<file path="config.mk">
export PLATFORM = sky130hd
export DESIGN_NAME = mem_arbiter_flat
export DESIGN_NICKNAME = d
export VERILOG_FILES = /design/src/rtl/mem_arbiter_if.sv /design/src/rtl/mem_arbiter.sv /design/src/flat_wrapper.sv
export SDC_FILE = /design/constraint.sdc
export NUM_CORES = 1
export LEC_CHECK = 0
export ABC_AREA = 1
export BUFFER_PORTS_ARGS = -buffer_cell sky130_fd_sc_hd__clkbuf_2
export CAP_MARGIN = 0
export CORE_MARGIN = 5
export CORE_UTILIZATION = 43
export DETAILED_ROUTE_END_ITERATION = 7
export GPL_TIMING_DRIVEN = 0
export PLACE_DENSITY = 0.89
export SETUP_SLACK_MARGIN = 0.1
export SLEW_MARGIN = 15
export SYNTH_ARGS = -nofsm -noshare
export SYNTH_HDL_FRONTEND = slang
export SYNTH_SLANG_ARGS = --single-unit
</file>
<file path="constraint.sdc">
create_clock -name clock -period 1.7 [get_ports clock]
set_input_delay 0.255 -clock clock [delete_from_list [all_inputs] [get_ports clock]]
set_output_delay 0.255 -clock clock [all_outputs]
set_load 0.02 [all_outputs]
</file>
<file path="src/rtl/mem_arbiter_if.sv">
// Bundle of the fetch port, load/store port and shared memory port seen by mem_arbiter.
// The slave modport is the arbiter's view; master is the environment's view.
interface mem_arbiter_if;
    logic        instr_req_ip;
    logic [31:0] instr_addr_ip;
    logic        instr_gnt_op;
    logic        instr_rvalid_op;
    logic [31:0] instr_rdata_op;

    logic        data_req_ip;
    logic        data_we_ip;
    logic [3:0]  data_be_ip;
    logic [31:0] data_addr_ip;
    logic [31:0] data_wdata_ip;
    logic        data_gnt_op;
    logic        data_rvalid_op;
    logic [31:0] data_rdata_op;

    logic        mem_req_op;
    logic        mem_we_op;
    logic [3:0]  mem_be_op;
    logic [31:0] mem_addr_op;
    logic [31:0] mem_wdata_op;
    logic        mem_gnt_ip;
    logic        mem_rvalid_ip;
    logic [31:0] mem_rdata_ip;

    logic        timeout_err_op;

    modport slave (
        input  instr_req_ip, instr_addr_ip,
        input  data_req_ip, data_we_ip, data_be_ip, data_addr_ip, data_wdata_ip,
        input  mem_gnt_ip, mem_rvalid_ip, mem_rdata_ip,
        output instr_gnt_op, instr_rvalid_op, instr_rdata_op,
        output data_gnt_op, data_rvalid_op, data_rdata_op,
        output mem_req_op, mem_we_op, mem_be_op, mem_addr_op, mem_wdata_op,
        output timeout_err_op
    );

    modport master (
        output instr_req_ip, instr_addr_ip,
        output data_req_ip, data_we_ip, data_be_ip, data_addr_ip, data_wdata_ip,
        output mem_gnt_ip, mem_rvalid_ip, mem_rdata_ip,
        input  instr_gnt_op, instr_rvalid_op, instr_rdata_op,
        input  data_gnt_op, data_rvalid_op, data_rdata_op,
        input  mem_req_op, mem_we_op, mem_be_op, mem_addr_op, mem_wdata_op,
        input  timeout_err_op
    );
endinterface

</file>
<file path="src/rtl/mem_arbiter.sv">
// Two-source (fetch / load-store) arbiter onto a single memory port, one transaction
// outstanding, data-priority with bounded instruction starvation and a wait timeout.
module mem_arbiter #(
    parameter int unsigned STARVE_LIMIT   = 4,
    parameter int unsigned TIMEOUT_CYCLES = 255
) (
    input logic          clock,
    input logic          reset,
    mem_arbiter_if.slave bus
);
    localparam int unsigned SW = (STARVE_LIMIT > 0) ? $clog2(STARVE_LIMIT + 1) : 1;
    localparam int unsigned WW = (TIMEOUT_CYCLES > 1) ? $clog2(TIMEOUT_CYCLES + 1) : 1;

    typedef enum logic [1:0] {IDLE, REQ, RESP} state_t;

    typedef struct packed {
        logic        we;
        logic [3:0]  be;
        logic [31:0] addr;
        logic [31:0] wdata;
    } mem_cmd_t;

    state_t   state_q, state_d;
    mem_cmd_t cmd_q, cmd_d;
    logic     mem_req_q, mem_req_d;
    logic     owner_instr_q, owner_instr_d;
    logic     err_q, err_d;
    logic [SW-1:0] starve_q, starve_d;
    logic [WW-1:0] wait_q, wait_d;
    logic     sel_instr_c;

    // Fetch wins only when data is absent or the starvation budget is spent.
    assign sel_instr_c = bus.instr_req_ip &&
                         (!bus.data_req_ip || (starve_q == SW'(STARVE_LIMIT)));

    always_ff @(posedge clock or negedge reset) begin
        if (!reset) begin
            state_q       <= IDLE;
            cmd_q         <= '0;
            mem_req_q     <= 1'b0;
            owner_instr_q <= 1'b0;
            err_q         <= 1'b0;
            starve_q      <= '0;
            wait_q        <= '0;
        end else begin
            state_q       <= state_d;
            cmd_q         <= cmd_d;
            mem_req_q     <= mem_req_d;
            owner_instr_q <= owner_instr_d;
            err_q         <= err_d;
            starve_q      <= starve_d;
            wait_q        <= wait_d;
        end
    end

    always_comb begin
        state_d       = state_q;
        cmd_d         = cmd_q;
        mem_req_d     = 1'b0;
        owner_instr_d = owner_instr_q;
        err_d         = err_q;
        starve_d      = starve_q;
        wait_d        = wait_q;
        case (state_q)
            IDLE: begin
                if (bus.instr_req_ip || bus.data_req_ip) begin
                    state_d       = REQ;
                    mem_req_d     = 1'b1;
                    wait_d        = '0;
                    owner_instr_d = sel_instr_c;
                    if (sel_instr_c) begin
                        cmd_d    = '{we: 1'b0, be: 4'hF, addr: bus.instr_addr_ip, wdata: 32'h0};
                        starve_d = '0;
                    end else begin
                        cmd_d = '{we: bus.data_we_ip, be: bus.data_be_ip,
                                  addr: bus.data_addr_ip, wdata: bus.data_wdata_ip};
                        if (bus.instr_req_ip && (starve_q != SW'(STARVE_LIMIT)))
                            starve_d = starve_q + SW'(1);
                    end
                end
            end
            REQ: begin
                mem_req_d = 1'b1;
                if (bus.mem_gnt_ip) begin
                    state_d   = RESP;
                    mem_req_d = 1'b0;
                    wait_d    = '0;
                end else if (wait_q == WW'(TIMEOUT_CYCLES - 1)) begin
                    state_d   = IDLE;
                    mem_req_d = 1'b0;
                    err_d     = 1'b1;
                end else begin
                    wait_d = wait_q + WW'(1);
                end
            end
            RESP: begin
                if (bus.mem_rvalid_ip) begin
                    state_d = IDLE;
                end else if (wait_q == WW'(TIMEOUT_CYCLES - 1)) begin
                    state_d = IDLE;
                    err_d   = 1'b1;
                end else begin
                    wait_d = wait_q + WW'(1);
                end
            end
            default: state_d = IDLE;
        endcase
    end

    // Grant and response strobes follow the memory handshake in the same cycle.
    assign bus.instr_gnt_op    = (state_q == REQ) && bus.mem_gnt_ip && owner_instr_q;
    assign bus.data_gnt_op     = (state_q == REQ) && bus.mem_gnt_ip && !owner_instr_q;
    assign bus.instr_rvalid_op = (state_q == RESP) && bus.mem_rvalid_ip && owner_instr_q;
    assign bus.data_rvalid_op  = (state_q == RESP) && bus.mem_rvalid_ip && !owner_instr_q;
    assign bus.instr_rdata_op  = bus.instr_rvalid_op ? bus.mem_rdata_ip : 32'h0;
    assign bus.data_rdata_op   = bus.data_rvalid_op ? bus.mem_rdata_ip : 32'h0;

    assign bus.mem_req_op     = mem_req_q;
    assign bus.mem_we_op      = cmd_q.we;
    assign bus.mem_be_op      = cmd_q.be;
    assign bus.mem_addr_op    = cmd_q.addr;
    assign bus.mem_wdata_op   = cmd_q.wdata;
    assign bus.timeout_err_op = err_q;
endmodule

</file>
<file path="src/flat_wrapper.sv">
// flat-port wrapper written by rule: the top's interface ports become plain ports
module mem_arbiter_flat 
#(
    parameter int unsigned STARVE_LIMIT   = 4,
    parameter int unsigned TIMEOUT_CYCLES = 255
)
  (clock, reset, bus_instr_req_ip, bus_instr_addr_ip, bus_data_req_ip, bus_data_we_ip, bus_data_be_ip, bus_data_addr_ip, bus_data_wdata_ip, bus_mem_gnt_ip, bus_mem_rvalid_ip, bus_mem_rdata_ip, bus_instr_gnt_op, bus_instr_rvalid_op, bus_instr_rdata_op, bus_data_gnt_op, bus_data_rvalid_op, bus_data_rdata_op, bus_mem_req_op, bus_mem_we_op, bus_mem_be_op, bus_mem_addr_op, bus_mem_wdata_op, bus_timeout_err_op);
  mem_arbiter_if bus_i ();
  input logic clock;
  input logic reset;
  input wire logic [$bits(bus_i.instr_req_ip)-1:0] bus_instr_req_ip;
  input wire logic [$bits(bus_i.instr_addr_ip)-1:0] bus_instr_addr_ip;
  input wire logic [$bits(bus_i.data_req_ip)-1:0] bus_data_req_ip;
  input wire logic [$bits(bus_i.data_we_ip)-1:0] bus_data_we_ip;
  input wire logic [$bits(bus_i.data_be_ip)-1:0] bus_data_be_ip;
  input wire logic [$bits(bus_i.data_addr_ip)-1:0] bus_data_addr_ip;
  input wire logic [$bits(bus_i.data_wdata_ip)-1:0] bus_data_wdata_ip;
  input wire logic [$bits(bus_i.mem_gnt_ip)-1:0] bus_mem_gnt_ip;
  input wire logic [$bits(bus_i.mem_rvalid_ip)-1:0] bus_mem_rvalid_ip;
  input wire logic [$bits(bus_i.mem_rdata_ip)-1:0] bus_mem_rdata_ip;
  output wire logic [$bits(bus_i.instr_gnt_op)-1:0] bus_instr_gnt_op;
  output wire logic [$bits(bus_i.instr_rvalid_op)-1:0] bus_instr_rvalid_op;
  output wire logic [$bits(bus_i.instr_rdata_op)-1:0] bus_instr_rdata_op;
  output wire logic [$bits(bus_i.data_gnt_op)-1:0] bus_data_gnt_op;
  output wire logic [$bits(bus_i.data_rvalid_op)-1:0] bus_data_rvalid_op;
  output wire logic [$bits(bus_i.data_rdata_op)-1:0] bus_data_rdata_op;
  output wire logic [$bits(bus_i.mem_req_op)-1:0] bus_mem_req_op;
  output wire logic [$bits(bus_i.mem_we_op)-1:0] bus_mem_we_op;
  output wire logic [$bits(bus_i.mem_be_op)-1:0] bus_mem_be_op;
  output wire logic [$bits(bus_i.mem_addr_op)-1:0] bus_mem_addr_op;
  output wire logic [$bits(bus_i.mem_wdata_op)-1:0] bus_mem_wdata_op;
  output wire logic [$bits(bus_i.timeout_err_op)-1:0] bus_timeout_err_op;
  assign bus_i.instr_req_ip = bus_instr_req_ip;
  assign bus_i.instr_addr_ip = bus_instr_addr_ip;
  assign bus_i.data_req_ip = bus_data_req_ip;
  assign bus_i.data_we_ip = bus_data_we_ip;
  assign bus_i.data_be_ip = bus_data_be_ip;
  assign bus_i.data_addr_ip = bus_data_addr_ip;
  assign bus_i.data_wdata_ip = bus_data_wdata_ip;
  assign bus_i.mem_gnt_ip = bus_mem_gnt_ip;
  assign bus_i.mem_rvalid_ip = bus_mem_rvalid_ip;
  assign bus_i.mem_rdata_ip = bus_mem_rdata_ip;
  assign bus_instr_gnt_op = bus_i.instr_gnt_op;
  assign bus_instr_rvalid_op = bus_i.instr_rvalid_op;
  assign bus_instr_rdata_op = bus_i.instr_rdata_op;
  assign bus_data_gnt_op = bus_i.data_gnt_op;
  assign bus_data_rvalid_op = bus_i.data_rvalid_op;
  assign bus_data_rdata_op = bus_i.data_rdata_op;
  assign bus_mem_req_op = bus_i.mem_req_op;
  assign bus_mem_we_op = bus_i.mem_we_op;
  assign bus_mem_be_op = bus_i.mem_be_op;
  assign bus_mem_addr_op = bus_i.mem_addr_op;
  assign bus_mem_wdata_op = bus_i.mem_wdata_op;
  assign bus_timeout_err_op = bus_i.timeout_err_op;
  mem_arbiter #(.STARVE_LIMIT(STARVE_LIMIT), .TIMEOUT_CYCLES(TIMEOUT_CYCLES)) u_core (.clock(clock), .reset(reset), .bus(bus_i));
endmodule
</file>
==> impl_results.md, run 1 <==
* Core Box Area at 9820 µm²
* Clock H-tree levels at 3
* Crit path kind: reg2out
* Worst Hold Class: in2reg
* Antenna Nets Post-Route at 0
* GR Util met1 at 32.8%
* Starting Density at 44.4%
* DRC violations left at 0
* Critical path endpoint category: output pin
* TritonCTS clock tree: done
* Number of top-level pins at 278
* Relative slew slack at 62.8%
* WL/cell at 20.4 µm
* Worst Path Required at 1.44 ns
* Main synth FF type: dfrtp_1
* Crit share post-route at 120%
* Total CTS buffers at 9
* Max Cap Viol at 0
* Clock latency on the worst-skew pair at 0.34 ns
* RSZ-0062 raised after global routing: yes
* GRT met3 Usage at 10.3%
* Synthesized instance count at 586
* Layout cell share with drive strength beyond 1 at 49.9%
* Met2 Resource Use GR at 53.6%
* Initial antenna violation count at 3
* Die Ht at 111 µm
* Die area at 12,200 µm²
* Post-synth EDFFs at 0
* Violation count after the first detailed-route iteration at 443
* Fin. Hold Viols at 0
* Ys async rst share at 100%
* Total nets after synthesis at 733
* Setup ws final at -0.342 ns
* Routability congestion estimate from global placement at 0.902
* Routed WL at 21,300 µm
* 1st-pass router iterations at 5
* Worst Setup Start Kind: flip-flop
* Via count at 5,486
* Tightest Pin Transition at 0.558 ns
* GRT Total Usage at 29.6%
* Syn-to-layout area delta at 78.3%
* Vias in the first global route at 5,316
* Chip width at 111 µm
* Fillers at 625
* Failing checks: setup timing
* Mapped Area at 4360 µm²
* Register area share after synthesis at 48.8%
* Final net count at 1,050
* First-pass GRT wire length at 29,200 µm
* Endpoints failing setup at 68
* Max Buffers Root-to-Sink at 2
* CTS clk-pin slew, worst paths at 0.10 ns
* Pleak at 4.06 nW
* GR peak layer: met2
* Yosys warning total at 0
* Pre-CTS setup slack at -0.130 ns
* CP max FO at 10
* Syn avg cell area at 7.43 µm²
* Minimum clock period at 2.04 ns
* PwrDens at 1520 nW/µm²
* Min Hold Slack at 0.126 ns
* Max VDD drop at 1.09 mV
* Largest net degree at the start of global routing at 49
* Vias per cell at 5.26
* Sum of net half-perimeters after detailed placement at 12,700 µm
* Synth cell types at 23
* GRT overflow at 0
* CTS Root Buffer Type: clkbuf_8
* PortBufs at 277
* Fmax at 490 MHz
* Clock Sinks at 85
* CP arrival at 1.79 ns
* Num rows at 36
* Status: complete, but fails checks
* Max Transition Viols Final at 0
* Clk_skew at 0.0165 ns
* Seq cells post-synth at 85
[worst paths after layout]
kind                                                         start                                       to  slack [ns]  depth (start not counted)
max in group asynchronous                                    reset             u_core.wait_q[7]$_DFFE_PN0P_        0.58                          3
setup reg to reg                     u_core.state_q[1]$_DFFE_PN0N_      u_core.bus.mem_be_op[1]$_DFFE_PN0P_        0.02                          8
hold / removal                                bus_data_wdata_ip[4]   u_core.bus.mem_wdata_op[4]$_DFFE_PN0P_        0.13                          3
min in group asynchronous                                    reset   u_core.bus.mem_wdata_op[2]$_DFFE_PN0P_        0.49                          2
setup / recovery                     u_core.state_q[0]$_DFFE_PN0N_                    bus_instr_rdata_op[1]       -0.34                          8
hold reg to reg            u_core.bus.mem_wdata_op[31]$_DFFE_PN0P_  u_core.bus.mem_wdata_op[31]$_DFFE_PN0P_        0.48                          2
[placed cells by master, fill, tap and decap left out, drive strengths merged, types with 2 or more instances in the layout]
master | Yosys | final
buf | 28 | 55
ha | 8 | 8
nand2 | 164 | 164
nor2 | 110 | 110
o21ai | 10 | 11
diode | 0 | 2
a21oi | 65 | 65
clkbuf | 3 | 288
inv | 57 | 57
clkinv | 0 | 5
nand3 | 51 | 51
dfrtp | 85 | 85
[registers in the layout, indices dropped and copies added, names as in the netlist]
register                   flops
u_core.bus.mem_req_op          1
u_core.state_q                 2
u_core.starve_q                3
u_core.wait_q                  8
u_core.bus.timeout_err_op      1
u_core.bus.mem_wdata_op       32
u_core.bus.mem_we_op           1
u_core.bus.mem_addr_op        32
u_core.bus.mem_be_op           4
u_core.owner_instr_q           1
[area by class of cell]
type | count | area (µm²) | share of cell area, %
antenna | 2 | 5.00 | 0.0644
timing repair inverter | 1 | 6.26 | 0.0806
tap | 133 | 166 | 2.14
clock inverter | 6 | 65.1 | 0.838
clock buffer | 9 | 124 | 1.59
timing repair buffer | 304 | 2290 | 29.5
sequential | 85 | 2130 | 27.4
multi-input combinational | 414 | 2380 | 30.6
inverter | 57 | 229 | 2.95
buffer | 31 | 369 | 4.75
[per-layer routing]
layer	wire, µm	share of wire, %
met2	10600	50
met3	2000	9.4
met4	1200	5.6
met1	7470	35
met5	0	0
[logic make-up after synthesis]
family | Yosys count | synth area share, %
xor+xnor | 1 | 0.201
simple gates | 327 | 30.7
compound gates | 77 | 9.22
buf+inv | 88 | 8.79
fa+ha+maj | 8 | 2.30
flops | 85 | 48.8
[repair_timing]
item                                    4_1_cts  5_1_grt
buffers inserted                             10       12
endpoints found under the setup margin      140      146
hold buffers                                  1        0
cloned                                        1        5
pin swaps                                     2        5
hold endpoints to repair                     37        0
resized for setup                           191      101
[critical path, stage by stage, from the launching register on]
cell and delay [ns]:
dfrtp_1 0.41, inv_2 0.08, ha_4 0.17, nand2_8 0.07, nor2_4 0.14, inv_4 0.11
buf_8 0.17, nor2_2 0.13, clkbuf_8 0.17
[Yosys cell counts, types with 2 or more instances]
cell type	n	area, µm²
inv_2	5	18.8
nor2_1	108	405
nand2_1	162	608
nand3_1	49	245
dfrtp_1	85	2130
buf_4	7	52.6
o21ai_0	7	35.0
ha_1	8	100
a21oi_1	65	325
o21ai_1	2	10.0
clkbuf_1	3	11.3
nor2_4	2	22.5
buf_2	21	105
nand2_2	2	12.5
inv_1	52	195
[report_power, final]
| part | internal (mW) | switching, mW | total [mW] |
|---|---|---|---|
| logic | 2.71 | 4.24 | 6.94 |
| registers | 2.91 | 0.564 | 3.47 |
| clock network | 0.672 | 0.743 | 1.42 |
[stage by stage]
step / cells / power, mW / instance area [µm²] / TNS, ns / utilization (%)
floorplan: 586 / 6.76 / 4590 / 0 / -
global placement: 996 / 8.51 / 6140 / -50.81 / 62.5
detailed placement: 997 / 8.69 / 6170 / -7.79 / 62.8
CTS: 1024 / 10.5 / 7280 / -13.65 / 74.2
global route: 1040 / 12.5 / 7760 / -20.74 / 79.0
finish: 1042 / 11.8 / 7770 / -18.31 / 79.1
(Power assumes the default switching activity.)
==> run 2: changes to the inputs <==
Settings changed: SKIP_CTS_REPAIR_TIMING set to 1, SKIP_LAST_GASP set to 1.
==> run 2 against run 1 <==
  * The flow still finishes with violations (setup timing)
  * Flip-flop and latch count unchanged
  * Clock skew decreased by 0.0037 ns
  * Register-to-register slack got worse by 0.08 ns
  * Count of clock-buffer cells in the layout did not move
  * Final area fell by 0.97%
  * Total power increased by 4.2%
  * Hold slack worse by 0.016 ns
  * Combinational power increased by 6.8%
  * Clock power is essentially flat
  * Maximum frequency decreased by 2.2%
  * Routed wire length fell by 12%
  * Critical path type unchanged
  * Sequential power about the same
==> impl_results.md, run 2 (synthesis results as in run 1) <==
* Endpoints failing setup at 69 (+1.5%)
* Most common cell after layout, fill and taps aside: clkbuf_2
* Final core utilization at 78.3% (-0.76 points)
* Chip width at 111 µm (unchanged)
* Dpl cells at 997 (unchanged)
* Crit path to: bus_instr_rdata_op[21]
* Worst Setup Start Kind: flip-flop
* Status: complete, but fails checks
* TritonCTS clock tree: done
* Cells on worst reg2reg path at 10 (+2)
* Sum of net half-perimeters after detailed placement at 12,700 µm (unchanged)
* Layout cell share with drive strength beyond 1 at 52.9% (+2.9 points)
* Clk_skew at 0.0128 ns (-0.00368 ns)
* Pleak at 4.07 nW (+0.14%)
* Worst Path Required at 1.44 ns (about the same)
* Minimum clock period at 2.09 ns (+0.0458 ns)
* Finished Layout Cells at 1,044 (+0.19%)
* First-pass GRT wire length at 25,100 µm (-14%)
* Die area at 12,200 µm² (unchanged)
* Number of top-level pins at 278 (unchanged)
* RSZ-0062 raised after global routing: yes
* CP peak stage delay at 0.45 ns (+0.04 ns)
* WL/cell at 18.0 µm (-12%)
* GRT Total Usage at 25.1% (-4.5 points)
* Family with the most delay on the worst path: buffers and inverters
* CP Cell Sequence: inv_2 -> ha_4 -> nand2_8 -> nor2_4 -> inv_4 -> buf_12 -> nor2_2 -> buf_6
* CTS clk-pin slew, worst paths at 0.09 ns (about the same)
* Crit path kind: reg2out
* Vias per cell at 5.07 (-3.7%)
* 1st-pass router iterations at 5 (unchanged)
* Total CTS buffers at 9 (unchanged)
* RR Startpoint: u_core.state_q[0]$_DFFE_PN0N_
* Max Cap Viol at 0 (unchanged)
* GRT overflow at 0 (unchanged)
* Crit. Startpoint: u_core.state_q[0]$_DFFE_PN0N_
* Max Buffers Root-to-Sink at 2 (unchanged)
* Hold depth at 3 (unchanged)
* Clock Sinks at 85 (unchanged)
* PortBufs at 277 (unchanged)
* Violation count after the first detailed-route iteration at 394 (-11%)
* CP max FO at 10 (unchanged)
* Area after DPL at 6170 µm² (unchanged)
* CTS Root Buffer Type: clkbuf_8
* Initial antenna violation count at 2 (-1)
* Max Transition Viols Final at 0 (unchanged)
* Worst Hold Class: in2reg
* Buf/Inv on CP at 4 (unchanged)
* Critical path endpoint category: output pin
* Worst path slowest cell: dfrtp_1
* Min Hold Slack at 0.110 ns (-0.0158 ns)
* Final net count at 1,053 (+0.29%)
* DRC violations left at 0 (unchanged)
* Fin area at 7690 µm² (-0.97%)
* Via count at 5,293 (-3.5%)
* PwrDens at 1600 nW/µm² (+5.2%)
* Tightest Pin Transition at 0.562 ns (+0.00401 ns)
* Antenna Nets Post-Route at 0 (unchanged)
* Syn-to-layout area delta at 76.6%
* Fin. Hold Viols at 0 (unchanged)
* Vias in the first global route at 4,922 (-7.4%)
* Crit path depth at 8 (unchanged)
* Num rows at 36 (unchanged)
* Die Ht at 111 µm (unchanged)
* Core Box Area at 9820 µm² (unchanged)
* Routability congestion estimate from global placement at 0.902 (unchanged)
* Fmax at 479 MHz (-2.2%)
* Setup ws final at -0.388 ns (-0.0458 ns)
* Routed WL at 18,800 µm (-12%)
* CP arrival at 1.83 ns (+0.04 ns)
* Max VDD drop at 1.18 mV (+8.0%)
* Relative slew slack at 62.5% (-0.27 points)
* Crit share post-route at 123% (+2.7 points)
* Largest net degree at the start of global routing at 49 (unchanged)
* Setup slack, reg-to-reg at -0.06 ns (-0.08 ns)
* Clock H-tree levels at 3 (unchanged)
* Clock latency on the worst-skew pair at 0.35 ns (about the same)
* Failing checks: setup timing
* Reg2reg end: u_core.bus.mem_be_op[1]$_DFFE_PN0P_
* Starting Density at 44.4% (unchanged)
* Most frequent cells in the layout: 211 x clkbuf_2, 158 x nand2_1, 85 x dfrtp_1
==> run 2: how the worst min path moves through the flow <==
| stage | startpoint | to | slack, ns |
|---|---|---|---|
| after detailed placement | reset | u_core.bus.mem_wdata_op[5]$_DFFE_PN0P_ | 0.30 |
| after floorplan | reset | u_core.bus.mem_addr_op[0]$_DFFE_PN0P_ | -0.04 |
| after CTS | reset | u_core.bus.mem_wdata_op[4]$_DFFE_PN0P_ | -0.08 |
| after global placement | u_core.bus.mem_wdata_op[10]$_DFFE_PN0P_ | u_core.bus.mem_wdata_op[10]$_DFFE_PN0P_ | 0.46 |
| after global routing | bus_instr_addr_ip[14] | u_core.bus.mem_addr_op[14]$_DFFE_PN0P_ | 0.11 |
| final | bus_data_wdata_ip[20] | u_core.bus.mem_wdata_op[20]$_DFFE_PN0P_ | 0.11 |
==> run 2: layout make-up <==
class                      count  area (µm²)
multi-input combinational    413        2370
timing repair inverter         2        20.0
clock inverter                 6        65.1
antenna                        1        2.50
buffer                        31         378
timing repair buffer         307        2210
tap                          133         166
clock buffer                   9         124
inverter                      57         229
fill                         661        2130
sequential                    85        2130
==> run 2: tightest hold or removal path: stages <==
cell      delay, ns
clkbuf_2       0.09
nand3_2        0.06
nand2_1        0.04
==> run 2: power breakdown <==
part | internal (mW) | switching (mW)
sequential | 2.91 | 0.585
clock | 0.672 | 0.748
combinational | 3.17 | 4.24
==> run 2: stage by stage <==
stage | setup TNS [ns] | power (mW) | worst slack [ns]
finish | -21.83 | 12.3 | -0.388
global placement | -50.81 | 8.51 | -0.576
CTS | -32.44 | 10.1 | -0.508
detailed placement | -7.79 | 8.69 | -0.130
floorplan | 0 | 6.76 | 0.0142
global route | -25.71 | 13.0 | -0.431
==> run 2: routing by layer <==
layer  wire length, µm  track usage (%)  up-vias
met2              9850             45.6      297
met1              6830             27.4     2493
met5                13                0        -
li1                  -                -     2463
met4               533             7.47        2
met3              1580             8.75       38
==> run 3: changes to the inputs <==
Settings changed: MAX_ROUTING_LAYER set to met4.
==> run 3 against run 2 <==
  * The flow still finishes with violations (setup timing)
  * Sequential share of layout area decreased by 0.11 points
  * Global-route usage is 0.69 points higher
  * Count of clock-buffer cells in the layout unchanged
  * Flip-flop and latch count stayed put
  * Utilization up 0.31 points
  * Die area unchanged
  * Final cell count increased by 0.19%
  * Clock skew increased by 0.0021 ns
  * Combinational power increased by 0.9%
  * Worst setup slack improved by 0.0062 ns
==> impl_results.md, run 3 (synthesis results as in run 1) <==
* Layout cell share with drive strength beyond 1 at 53.0% (+0.11 points)
* CTS Root Buffer Type: clkbuf_8
* Hold depth at 3 (unchanged)
* GRT Total Usage at 25.8% (+0.69 points)
* Fin. Hold Viols at 0 (unchanged)
* CTS clk-pin slew, worst paths at 0.09 ns (about the same)
* Net switching share of the total power at 45.3% (about the same)
* Die area at 12,200 µm² (unchanged)
* Crit share post-route at 122% (-0.36 points)
* Worst Setup Start Kind: flip-flop
* Crit. Startpoint: u_core.state_q[0]$_DFFE_PN0N_
* Worst Path Required at 1.44 ns (about the same)
* Cells on worst reg2reg path at 10 (unchanged)
* Final Total Pwr at 12.4 mW (+0.52%)
* Clk_skew at 0.0149 ns (+0.00213 ns)
* Reg2reg end: u_core.bus.mem_be_op[1]$_DFFE_PN0P_
* Total CTS buffers at 9 (unchanged)
* Pleak at 4.07 nW (+0.15%)
* Die Ht at 111 µm (unchanged)
* Comb power frac at 60.4% (+0.2 points)
* CP peak stage delay at 0.45 ns (about the same)
* Final net count at 1,053 (unchanged)
* Status: complete, but fails checks
* Relative slew slack at 62.8% (+0.29 points)
* Worst hold start: bus_data_wdata_ip[20]
* GR peak layer: met2
* 1st-pass router iterations at 5 (unchanged)
* Crit path kind: reg2out
* GRT met3 Usage at 7.11% (-1.6 points)
* Clock share of power at 11.4% (about the same)
* Max Transition Viols Final at 0 (unchanged)
* Chip width at 111 µm (unchanged)
* Antenna Nets Post-Route at 0 (unchanged)
* Tightest Pin Transition at 0.558 ns (-0.00434 ns)
* Endpoints failing setup at 68 (-1.4%)
* Fin Setup TNS at -21.77 ns (+0.0592 ns)
* Clock latency on the worst-skew pair at 0.34 ns (about the same)
* TritonCTS clock tree: done
* GRT overflow at 0 (unchanged)
* Number of top-level pins at 278 (unchanged)
* Core Box Area at 9820 µm² (unchanged)
* Fillers at 651 (-1.5%)
* Routed WL at 18,800 µm (-0.21%)
* Max Buffers Root-to-Sink at 2 (unchanged)
* Violation count after the first detailed-route iteration at 368 (-6.6%)
* Starting Density at 44.4% (unchanged)
* Sequential power share at 28.2% (about the same)
* DRC violations left at 0 (unchanged)
* First-pass GRT wire length at 25,100 µm (about the same)
* Vias per cell at 5.08 (+0.20%)
* NetSw at 5.61 mW (+0.59%)
* CP Cell Sequence: inv_2 -> ha_4 -> nand2_8 -> nor2_4 -> inv_4 -> buf_8 -> nor2_2 -> buf_6
* Max VDD drop at 1.28 mV (+8.3%)
* Clock H-tree levels at 3 (unchanged)
* Critical path endpoint category: output pin
* Setup slack, reg-to-reg at -0.05 ns (about the same)
* Syn-to-layout area delta at 77.3%
* Worst path slowest cell: dfrtp_1
* RSZ-0062 raised after global routing: yes
* Max Cap Viol at 0 (unchanged)
* Hold Path Sink: u_core.bus.mem_wdata_op[20]$_DFFE_PN0P_
* Vias in the first global route at 4,917 (-0.10%)
* Worst Hold Class: in2reg
* PwrDens at 1600 nW/µm² (+0.13%)
* Most frequent cells in the layout: 210 x clkbuf_2, 158 x nand2_1, 85 x dfrtp_1
* GR Util met1 at 28.4% (+0.94 points)
* Most common cell after layout, fill and taps aside: clkbuf_2
* CP arrival at 1.83 ns (about the same)
* Sum of net half-perimeters after detailed placement at 12,700 µm (unchanged)
* Setup ws final at -0.382 ns (+0.00620 ns)
* Minimum clock period at 2.08 ns (-0.00620 ns)
* WL/cell at 17.9 µm (-0.40%)
* RR Startpoint: u_core.state_q[0]$_DFFE_PN0N_
* Met2 Resource Use GR at 45.6% (about the same)
* Internal power at 6.78 mW (+0.45%)
* Failing checks: setup timing
* CP max FO at 10 (unchanged)
* Num rows at 36 (unchanged)
* Routability congestion estimate from global placement at 0.918 (+1.7%)
* Initial antenna violation count at 2 (unchanged)
* Largest net degree at the start of global routing at 49 (unchanged)
* Via count at 5,314 (+0.40%)
* PortBufs at 277 (unchanged)
* Fmax at 480 MHz (+0.30%)
* Clock Sinks at 85 (unchanged)
run 3: cell count changes in the layout (fill, tap and decap cells not counted), moves of 2 or more:
| cell | change |
|---|---|
| a21oi_1 | -5 |
| a21oi_2 | +4 |
| diode_2 | +2 |
| nor2_1 | +4 |
| nor2_2 | -4 |
run 3: power by group through the flow:
stage	Combinational [mW]	Sequential (mW)	Clock [mW]
2_1_floorplan	2.40	4.36	0
3_3_place_gp	5.10	3.41	0
3_5_place_dp	5.25	3.44	0
4_1_cts	5.26	3.42	1.43
5_1_grt	8.00	3.59	1.52
6_report	7.48	3.49	1.42
run 3: final cells by class:
| cell class | count | area, µm² | area share [%] |
|---|---|---|---|
| plain buffers | 31 | 388 | 5.02 |
| repair inverters | 2 | 22.5 | 0.292 |
| flip-flops and latches | 85 | 2130 | 27.5 |
| multi-input cells | 413 | 2390 | 30.9 |
| well taps | 133 | 166 | 2.16 |
| clock buffers | 9 | 124 | 1.60 |
| repair buffers | 307 | 2210 | 28.6 |
| clock inverters | 6 | 65.1 | 0.843 |
| inverters | 57 | 229 | 2.97 |
| diodes | 3 | 7.51 | 0.0972 |
run 3: worst max-delay path by stage:
stage | cells past startpoint | end
final | 8 | bus_data_rdata_op[7]
after global routing | 8 | bus_data_rdata_op[7]
after CTS | 8 | bus_data_rdata_op[24]
after detailed placement | 8 | bus_data_rdata_op[24]
after global placement | 1 | u_core.bus.mem_wdata_op[18]$_DFFE_PN0P_
after floorplan | 7 | bus_instr_rdata_op[10]
run 3: metal layers:
metal | vias to the layer above | routed length (µm)
li1 | 2469 | -
met3 | 46 | 1390
met4 | 0 | 587
met5 | - | 0
met2 | 285 | 9850
met1 | 2514 | 6940
run 3: critical path, delay by kind of cell (launching register included):
| family | cells | cell delay, ns |
|---|---|---|
| buffers and inverters | 4 | 0.49 |
| flip-flops | 1 | 0.45 |
| AND/OR/NAND/NOR | 3 | 0.36 |
| adder cells (fa/ha/maj) | 1 | 0.18 |
run 3: through the flow:
step	area (µm²)	utilization, %	hold slack, ns	setup WS (ns)	std cells
floorplan	4590	-	-0.0406	0.0142	586
global placement	6140	62.5	0.463	-0.576	996
detailed placement	6170	62.8	0.299	-0.130	997
CTS	6360	64.7	-0.0802	-0.508	1012
global route	7720	78.6	0.116	-0.441	1045
finish	7720	78.6	0.118	-0.382	1046
